**src/rtl/axil_pkg.sv**
```systemverilog
// Shared AXI4-Lite types and helpers for the register slave.
package axil_pkg;

  typedef enum logic [1:0] {
    OKAY   = 2'b00,
    EXOKAY = 2'b01,
    SLVERR = 2'b10,
    DECERR = 2'b11
  } axil_resp_e;

  localparam int WORD_OFF_32 = 2;
  localparam int WORD_OFF_64 = 3;

  function automatic int word_off_bits(input int dw);
    return (dw == 64) ? WORD_OFF_64 : WORD_OFF_32;
  endfunction

  // Sized for the widest legal bus; narrower callers zero-extend and truncate.
  function automatic logic [63:0] strb_merge(input logic [63:0] old_val,
                                             input logic [63:0] new_val,
                                             input logic [7:0]  strb);
    logic [63:0] res;
    res = old_val;
    for (int k = 0; k < 8; k++) begin
      if (strb[k]) res[k*8 +: 8] = new_val[k*8 +: 8];
    end
    return res;
  endfunction

endpackage

```
**src/rtl/axil_reg_slv_if.sv**
```systemverilog
// AXI4-Lite signal bundle between an interconnect master and the register slave.
interface axil_reg_slv_if #(
  parameter int ADDR_WIDTH = 32,
  parameter int DATA_WIDTH = 32
);
  logic [ADDR_WIDTH-1:0]   awaddr;
  logic                    awvalid;
  logic                    awready;
  logic [DATA_WIDTH-1:0]   wdata;
  logic [DATA_WIDTH/8-1:0] wstrb;
  logic                    wvalid;
  logic                    wready;
  logic [1:0]              bresp;
  logic                    bvalid;
  logic                    bready;
  logic [ADDR_WIDTH-1:0]   araddr;
  logic                    arvalid;
  logic                    arready;
  logic [DATA_WIDTH-1:0]   rdata;
  logic [1:0]              rresp;
  logic                    rvalid;
  logic                    rready;

  modport master (
    output awaddr, awvalid, wdata, wstrb, wvalid, bready, araddr, arvalid, rready,
    input  awready, wready, bresp, bvalid, arready, rdata, rresp, rvalid
  );

  modport slave (
    input  awaddr, awvalid, wdata, wstrb, wvalid, bready, araddr, arvalid, rready,
    output awready, wready, bresp, bvalid, arready, rdata, rresp, rvalid
  );
endinterface

```
**src/rtl/axil_hold_reg.sv**
```systemverilog
// One-entry valid/ready holding register; accepts when empty, drains on pop.
module axil_hold_reg #(
  parameter int WIDTH = 8
) (
  input  logic             clk,
  input  logic             reset_n,
  input  logic             in_valid,
  output logic             in_ready,
  input  logic [WIDTH-1:0] in_data,
  output logic             out_valid,
  output logic [WIDTH-1:0] out_data,
  input  logic             out_pop
);
  logic             full_reg;
  logic [WIDTH-1:0] data_reg;

  assign in_ready  = !full_reg;
  assign out_valid = full_reg;
  assign out_data  = data_reg;

  always_ff @(posedge clk or negedge reset_n) begin
    if (!reset_n) begin
      full_reg <= 1'b0;
      data_reg <= '0;
    end else if (out_pop) begin
      full_reg <= 1'b0;
    end else if (in_valid && !full_reg) begin
      full_reg <= 1'b1;
      data_reg <= in_data;
    end
  end
endmodule

```
**src/rtl/axil_reg_slv.sv**
```systemverilog
// AXI4-Lite slave exposing NUM_REGS memory-mapped registers with byte strobes,
// read-only status slots and SLVERR on out-of-range or read-only writes.
module axil_reg_slv
  import axil_pkg::*;
#(
  parameter int                    ADDR_WIDTH = 32,
  parameter int                    DATA_WIDTH = 32,
  parameter int                    NUM_REGS   = 16,
  parameter logic [ADDR_WIDTH-1:0] BASE_ADDR  = '0,
  parameter logic [NUM_REGS-1:0]   RO_MASK    = '0,
  parameter logic [DATA_WIDTH-1:0] RESET_VAL  = '0
) (
  input  logic                           clk,
  input  logic                           reset_n,
  axil_reg_slv_if.slave                  bus,
  input  logic [NUM_REGS*DATA_WIDTH-1:0] hw_status,
  output logic [NUM_REGS*DATA_WIDTH-1:0] reg_q,
  output logic [NUM_REGS-1:0]            reg_wr_pulse
);
  localparam int STRB_W = DATA_WIDTH / 8;
  localparam int OFF    = word_off_bits(DATA_WIDTH);
  localparam int IDX_W  = (NUM_REGS > 1) ? $clog2(NUM_REGS) : 1;
  localparam int WORD_W = ADDR_WIDTH - OFF;
  localparam logic [WORD_W-1:0] NUM_REGS_W = WORD_W'(NUM_REGS);

  if (DATA_WIDTH != 32 && DATA_WIDTH != 64) begin : g_chk_dw
    $error("axil_reg_slv: DATA_WIDTH must be 32 or 64");
  end
  if (BASE_ADDR[OFF-1:0] != '0) begin : g_chk_base
    $error("axil_reg_slv: BASE_ADDR must be word aligned");
  end
  if (NUM_REGS < 1 || NUM_REGS > 256) begin : g_chk_num
    $error("axil_reg_slv: NUM_REGS must be 1..256");
  end

  logic                  aw_full, w_full, wr_commit;
  logic [ADDR_WIDTH-1:0] aw_addr;
  logic [DATA_WIDTH-1:0] w_data;
  logic [STRB_W-1:0]     w_strb;
  logic                  bvalid_reg;
  axil_resp_e            bresp_reg;
  logic                  rvalid_reg;
  axil_resp_e            rresp_reg;
  logic [DATA_WIDTH-1:0] rdata_reg;
  logic                  ar_ready;

  axil_hold_reg #(.WIDTH(ADDR_WIDTH)) u_aw_hold (
    .clk       (clk),
    .reset_n   (reset_n),
    .in_valid  (bus.awvalid),
    .in_ready  (bus.awready),
    .in_data   (bus.awaddr),
    .out_valid (aw_full),
    .out_data  (aw_addr),
    .out_pop   (wr_commit)
  );

  axil_hold_reg #(.WIDTH(DATA_WIDTH + STRB_W)) u_w_hold (
    .clk       (clk),
    .reset_n   (reset_n),
    .in_valid  (bus.wvalid),
    .in_ready  (bus.wready),
    .in_data   ({bus.wdata, bus.wstrb}),
    .out_valid (w_full),
    .out_data  ({w_data, w_strb}),
    .out_pop   (wr_commit)
  );

  // Decode at ADDR_WIDTH+1 bits so an address below BASE_ADDR shows up as a borrow.
  logic [ADDR_WIDTH:0] wr_off, rd_off;
  logic                wr_hit, rd_hit, wr_ok;
  logic [IDX_W-1:0]    wr_idx, rd_idx;
  logic                unused_low_bits;

  assign wr_off = {1'b0, aw_addr} - {1'b0, BASE_ADDR};
  assign rd_off = {1'b0, bus.araddr} - {1'b0, BASE_ADDR};
  assign wr_hit = !wr_off[ADDR_WIDTH] && (wr_off[ADDR_WIDTH-1:OFF] < NUM_REGS_W);
  assign rd_hit = !rd_off[ADDR_WIDTH] && (rd_off[ADDR_WIDTH-1:OFF] < NUM_REGS_W);
  assign wr_idx = wr_off[OFF +: IDX_W];
  assign rd_idx = rd_off[OFF +: IDX_W];
  assign wr_ok  = wr_hit && !RO_MASK[wr_idx];
  assign unused_low_bits = ^{wr_off[OFF-1:0], rd_off[OFF-1:0]};

  assign wr_commit = aw_full && w_full && (!bvalid_reg || bus.bready);

  logic [NUM_REGS-1:0][DATA_WIDTH-1:0] rd_src;

  genvar gi;
  for (gi = 0; gi < NUM_REGS; gi++) begin : g_reg
    if (RO_MASK[gi]) begin : g_ro
      assign rd_src[gi]                          = hw_status[gi*DATA_WIDTH +: DATA_WIDTH];
      assign reg_q[gi*DATA_WIDTH +: DATA_WIDTH]  = '0;
      assign reg_wr_pulse[gi]                    = 1'b0;
    end else begin : g_rw
      logic [DATA_WIDTH-1:0] q_reg;
      logic                  pulse_reg;
      logic                  wr_sel;
      logic                  unused_hw;

      assign wr_sel    = wr_commit && wr_ok && (wr_idx == IDX_W'(gi));
      assign unused_hw = ^hw_status[gi*DATA_WIDTH +: DATA_WIDTH];

      always_ff @(posedge clk or negedge reset_n) begin
        if (!reset_n) begin
          q_reg     <= RESET_VAL;
          pulse_reg <= 1'b0;
        end else begin
          pulse_reg <= wr_sel;
          if (wr_sel) begin
            q_reg <= DATA_WIDTH'(strb_merge(64'(q_reg), 64'(w_data), 8'(w_strb)));
          end
        end
      end

      assign rd_src[gi]                         = q_reg;
      assign reg_q[gi*DATA_WIDTH +: DATA_WIDTH] = q_reg;
      assign reg_wr_pulse[gi]                   = pulse_reg;
    end
  end

  always_ff @(posedge clk or negedge reset_n) begin
    if (!reset_n) begin
      bvalid_reg <= 1'b0;
      bresp_reg  <= OKAY;
    end else if (wr_commit) begin
      bvalid_reg <= 1'b1;
      bresp_reg  <= wr_ok ? OKAY : SLVERR;
    end else if (bus.bready) begin
      bvalid_reg <= 1'b0;
    end
  end

  // Registered read; a same-edge write is not yet visible in rd_src.
  assign ar_ready = !rvalid_reg || bus.rready;

  always_ff @(posedge clk or negedge reset_n) begin
    if (!reset_n) begin
      rvalid_reg <= 1'b0;
      rdata_reg  <= '0;
      rresp_reg  <= OKAY;
    end else if (bus.arvalid && ar_ready) begin
      rvalid_reg <= 1'b1;
      rdata_reg  <= rd_hit ? rd_src[rd_idx] : '0;
      rresp_reg  <= rd_hit ? OKAY : SLVERR;
    end else if (bus.rready) begin
      rvalid_reg <= 1'b0;
    end
  end

  assign bus.bvalid  = bvalid_reg;
  assign bus.bresp   = bresp_reg;
  assign bus.arready = ar_ready;
  assign bus.rvalid  = rvalid_reg;
  assign bus.rdata   = rdata_reg;
  assign bus.rresp   = rresp_reg;
endmodule

```
**src/flat_wrapper.sv**
```systemverilog
// flat-port wrapper written by rule: the top's interface ports become plain ports
module axil_reg_slv_flat import axil_pkg::*;
#(
  parameter int                    ADDR_WIDTH = 32,
  parameter int                    DATA_WIDTH = 32,
  parameter int                    NUM_REGS   = 16,
  parameter logic [ADDR_WIDTH-1:0] BASE_ADDR  = '0,
  parameter logic [NUM_REGS-1:0]   RO_MASK    = '0,
  parameter logic [DATA_WIDTH-1:0] RESET_VAL  = '0
)
  (clk, reset_n, hw_status, reg_q, reg_wr_pulse, bus_awaddr, bus_awvalid, bus_wdata, bus_wstrb, bus_wvalid, bus_bready, bus_araddr, bus_arvalid, bus_rready, bus_awready, bus_wready, bus_bresp, bus_bvalid, bus_arready, bus_rdata, bus_rresp, bus_rvalid);
  axil_reg_slv_if #(.ADDR_WIDTH(ADDR_WIDTH), .DATA_WIDTH(DATA_WIDTH)) bus_i ();
  input  logic clk;
  input  logic reset_n;
  input  logic [NUM_REGS*DATA_WIDTH-1:0] hw_status;
  output logic [NUM_REGS*DATA_WIDTH-1:0] reg_q;
  output logic [NUM_REGS-1:0] reg_wr_pulse;
  input wire logic [$bits(bus_i.awaddr)-1:0] bus_awaddr;
  input wire logic [$bits(bus_i.awvalid)-1:0] bus_awvalid;
  input wire logic [$bits(bus_i.wdata)-1:0] bus_wdata;
  input wire logic [$bits(bus_i.wstrb)-1:0] bus_wstrb;
  input wire logic [$bits(bus_i.wvalid)-1:0] bus_wvalid;
  input wire logic [$bits(bus_i.bready)-1:0] bus_bready;
  input wire logic [$bits(bus_i.araddr)-1:0] bus_araddr;
  input wire logic [$bits(bus_i.arvalid)-1:0] bus_arvalid;
  input wire logic [$bits(bus_i.rready)-1:0] bus_rready;
  output wire logic [$bits(bus_i.awready)-1:0] bus_awready;
  output wire logic [$bits(bus_i.wready)-1:0] bus_wready;
  output wire logic [$bits(bus_i.bresp)-1:0] bus_bresp;
  output wire logic [$bits(bus_i.bvalid)-1:0] bus_bvalid;
  output wire logic [$bits(bus_i.arready)-1:0] bus_arready;
  output wire logic [$bits(bus_i.rdata)-1:0] bus_rdata;
  output wire logic [$bits(bus_i.rresp)-1:0] bus_rresp;
  output wire logic [$bits(bus_i.rvalid)-1:0] bus_rvalid;
  assign bus_i.awaddr = bus_awaddr;
  assign bus_i.awvalid = bus_awvalid;
  assign bus_i.wdata = bus_wdata;
  assign bus_i.wstrb = bus_wstrb;
  assign bus_i.wvalid = bus_wvalid;
  assign bus_i.bready = bus_bready;
  assign bus_i.araddr = bus_araddr;
  assign bus_i.arvalid = bus_arvalid;
  assign bus_i.rready = bus_rready;
  assign bus_awready = bus_i.awready;
  assign bus_wready = bus_i.wready;
  assign bus_bresp = bus_i.bresp;
  assign bus_bvalid = bus_i.bvalid;
  assign bus_arready = bus_i.arready;
  assign bus_rdata = bus_i.rdata;
  assign bus_rresp = bus_i.rresp;
  assign bus_rvalid = bus_i.rvalid;
  axil_reg_slv #(.ADDR_WIDTH(ADDR_WIDTH), .DATA_WIDTH(DATA_WIDTH), .NUM_REGS(NUM_REGS), .BASE_ADDR(BASE_ADDR), .RO_MASK(RO_MASK), .RESET_VAL(RESET_VAL)) u_core (.clk(clk), .reset_n(reset_n), .bus(bus_i), .hw_status(hw_status), .reg_q(reg_q), .reg_wr_pulse(reg_wr_pulse));
endmodule
```
**config.mk**
```make
export PLATFORM = sky130hd
export DESIGN_NAME = axil_reg_slv_flat
export DESIGN_NICKNAME = d
export VERILOG_FILES = /design/src/rtl/axil_pkg.sv /design/src/rtl/axil_reg_slv_if.sv /design/src/rtl/axil_hold_reg.sv /design/src/rtl/axil_reg_slv.sv /design/src/flat_wrapper.sv
export SDC_FILE = /design/constraint.sdc
export NUM_CORES = 1
export LEC_CHECK = 0
export ABC_AREA = 1
export CAP_MARGIN = 20
export CORE_AREA = 5 5 465 467
export DETAILED_ROUTE_END_ITERATION = 10
export DIE_AREA = 0 0 470 472
export GPL_ROUTABILITY_DRIVEN = 0
export PLACE_DENSITY = 0.38
export SLEW_MARGIN = 20
export SYNTH_ARGS = -nofsm -noshare
export SYNTH_HDL_FRONTEND = slang
export SYNTH_SLANG_ARGS = --single-unit
```
**constraint.sdc**
```tcl
create_clock -name clk -period 1.7 [get_ports clk]
set_input_delay 0.34 -clock clk [delete_from_list [all_inputs] [get_ports clk]]
set_output_delay 0.34 -clock clk [all_outputs]
set_load 0.01 [all_outputs]
```
==> impl_metrics.toml <==
[outcome]
status = "finished, violations left"
failed_checks = "negative setup slack"

[critical_path]
cp-end-kind = "flop"
crit_path_start = "u_core.u_aw_hold.out_data[7]"
critPathRequiredTime_ps = 2300
slowest_delay_ps = 390
crit_top_cell = "buf_12"
cp_top_family = "simple AND/OR/NAND/NOR gates"
critPathArrivalTime_ps = 2640
crit_buf_inv = 4
critPathLaunchType = "flop"
worst-path-max-fanout = 20
worst-setup-path-type = "reg -> reg"
r2r_slack_ps = -340
r2r_start = "u_core.u_aw_hold.out_data[7]"
crit_slowest_cell = "dfrtp_1"
crit_path_cell_trace = "nor2_2, nand2_2, nor2_2, nand2_2, nor2_4, buf_12, buf_12, clkbuf_16, buf_12, nand3_4, nand2_1, nand2_1"

[logic_synthesis]
postSynthCellCount = 3859
ys_async_sr_fraction_pct = 100
mappedNetlistArea_um2 = 31800
ys_top_cells_by_count = "nand2_1 (1624), dfrtp_1 (632), nand4_1 (512)"
syn_avg_cell_area_um2 = 8.24
synth_area_leaders = "dfrtp_1 (50%), nand2_1 (19%), nand4_1 (10%), nand3_1 (7.7%), nand3_4 (2.8%)"
yosys_warnings = 0
yosysTopAreaCellShare_pct = 49.7
synth_edf_count = 0
ys_ff_latch = 632
ys_types = 25
synth_flop_cell = "dfrtp_1"
yosysTopAreaCell = "dfrtp_1"
synth_seq_area_share_pct = 49.7
yosysMostFrequentCell = "nand2_1"

[layout]
area_growth_pct = 57.8
final_net_count = 5532
drive_gt1_share_pct = 28.2
largest_reg_flops = 512
postLayoutCoreUtil_pct = 23.8
fillCellCount = 23200

[detailed_routing]
dr_total_vias = 33700
finalWirelength_um = 207000
antenna_left = 0
drt_iter0_drc = 3006
viasPerCell = 4.32
post-route-drc-count = 0
wl_per_cell_um = 26.5
drtPass1Iterations = 7

[sta]
worst_pin_slew_ps = 571
setup_violations = 836
rsz0062_at_grt = "true"
fin_crit_sh_pct = 120
skew_ps = 45.7
fmax_mhz = 490
relSlewSlack_pct = 62.0
setup_ws_ps = -339
tns_ps = -172220
hold_violations = 0
drv_slew = 0
min_period_ps = 2040

[clocking]
h-tree-depth = 3
cts_made_buffers = 89
cts_buffer_depth = 3
cts_root_buf = "clkbuf_16"
cts.sinks = 632
cts_tree = "built"
path_clk_slew_ps = 60
insertion_delay_ps = 720

[power_and_ir_drop]
leakage_uw = 0.0245
combPwrFrac_pct = 29.9
p_int_uw = 32600
ir_worst_vdd_mv = 0.797
power_density_nw_per_um2 = 1050
power_frac_seq_pct = 32.1
power_frac_clock_pct = 38.0
swShare_pct = 38.2
finalPower_uw = 52700
switchingPower_uw = 20200

[place]
place_ws_ps = -738
port_buffers = 669
dp_hpwl_um = 159000

[die]
die_width_um = 470
std_cell_rows = 169
die_h_um = 472
io_pins = 1188
start_util_pct = 15.1
fp.dieArea_um2 = 222000
core_um2 = 211000

[global_routing]
grt_antenna_before_repair = 10
grt_pass1_wl_um = 280000
grt.total_usage_pct = 17.8
grt.overflow.total = 0
grt_start_max_net_pins = 66
grt_pass1_vias = 32700

[min_path]
hold_path_class = "in -> async"

[job]
cap_violations = 0
layout make-up:
class,count,area (um^2),share of cell area (%)
antenna,4,10.0,0.0199
clock buffer,138,2700,5.39
clock inverter,27,379,0.755
inverter,19,83.8,0.167
multi-input combinational,2833,14100,28.1
sequential,632,16000,31.9
tap,2821,3530,7.03
timing repair buffer,1338,13400,26.7
stage by stage:
step	instance area, um^2	hold WS [ps]	instances
6_report	50200	203	7812
4_1_cts	49600	124	7788
3_3_place_gp	44800	322	7435
3_5_place_dp	44800	322	7435
2_1_floorplan	31800	44.4	3860
5_1_grt	50200	173	7809
logic make-up (layout without fill, tap and decap cells):
logic type      after synthesis  in the layout  share of synthesized area (%)
other cells                   1              6                         0.0118
compound gates                6              6                         0.0944
mux                          63             63                           2.23
simple gates               2762           2762                           41.3
buf+inv                     395           1522                           6.63
flops                       632            632                           49.7
path summary, 6_finish.rpt:
check,to,cells past startpoint
min,u_core.g_reg[8].g_rw.q_reg[2],2
min reg2reg,u_core.bus.rdata[2],2
min in group clk,u_core.u_aw_hold.out_data[2],3
max,u_core.g_reg[10].g_rw.q_reg[11],12
max reg2reg,u_core.g_reg[10].g_rw.q_reg[11],12
max in group asynchronous,u_core.g_reg[5].g_rw.q_reg[1],4
cells in the final DEF (no fill, tap or decap), types with 6 or more instances in the layout:
master | synthesis | routed
inv_2 | 6 | 7
nand3_1 | 488 | 485
clkbuf_16 | 0 | 100
nor3_1 | 16 | 6
clkinv_2 | 0 | 9
dlygate4sd2_1 | 0 | 233
mux2_2 | 63 | 63
nand2_1 | 1624 | 1599
nor2_1 | 44 | 40
clkbuf_8 | 0 | 26
buf_4 | 34 | 574
bufinv_16 | 0 | 7
clkbuf_1 | 207 | 22
nor2_4 | 14 | 17
dfrtp_1 | 632 | 501
buf_16 | 0 | 14
nand4_1 | 512 | 512
buf_2 | 64 | 40
inv_1 | 13 | 9
nor3_2 | 0 | 10
nand2_2 | 3 | 28
dfrtp_2 | 0 | 127
clkdlybuf4s50_1 | 0 | 164
buf_12 | 0 | 129
buf_8 | 7 | 6
nand3_4 | 50 | 58
buf_6 | 45 | 166
metal layers:
| layer | GRT usage [%] | vias up | wire length (um) |
|---|---|---|---|
| li1 | - | 15300 | - |
| met1 | 27.0 | 16800 | 104000 |
| met2 | 23.7 | 1453 | 79700 |
| met3 | 5.48 | 171 | 18300 |
| met4 | 4.78 | 0 | 5220 |
| met5 | 0 | - | 0 |
power by group through the flow:
| stage | Combinational (uW) | Sequential (uW) | Clock [uW] |
|---|---|---|---|
| 2_1_floorplan | 7060 | 16400 | 0 |
| 3_3_place_gp | 15600 | 17200 | 0 |
| 3_5_place_dp | 15600 | 17200 | 0 |
| 4_1_cts | 15800 | 16900 | 20700 |
| 5_1_grt | 16600 | 17100 | 21200 |
| 6_report | 15800 | 16900 | 20000 |
timing repair:
| action | CTS | global route |
|---|---|---|
| gates cloned | 8 | 9 |
| gates resized for setup | 1525 | 56 |
| pin swaps | 7 | 4 |
| buffers inserted | 180 | 12 |
| setup endpoints to repair | 1096 | 991 |
| hold endpoints to repair | 425 | 0 |
| hold buffers | 1 | 0 |
No activity file was read; power rests on OpenSTA's default activity.
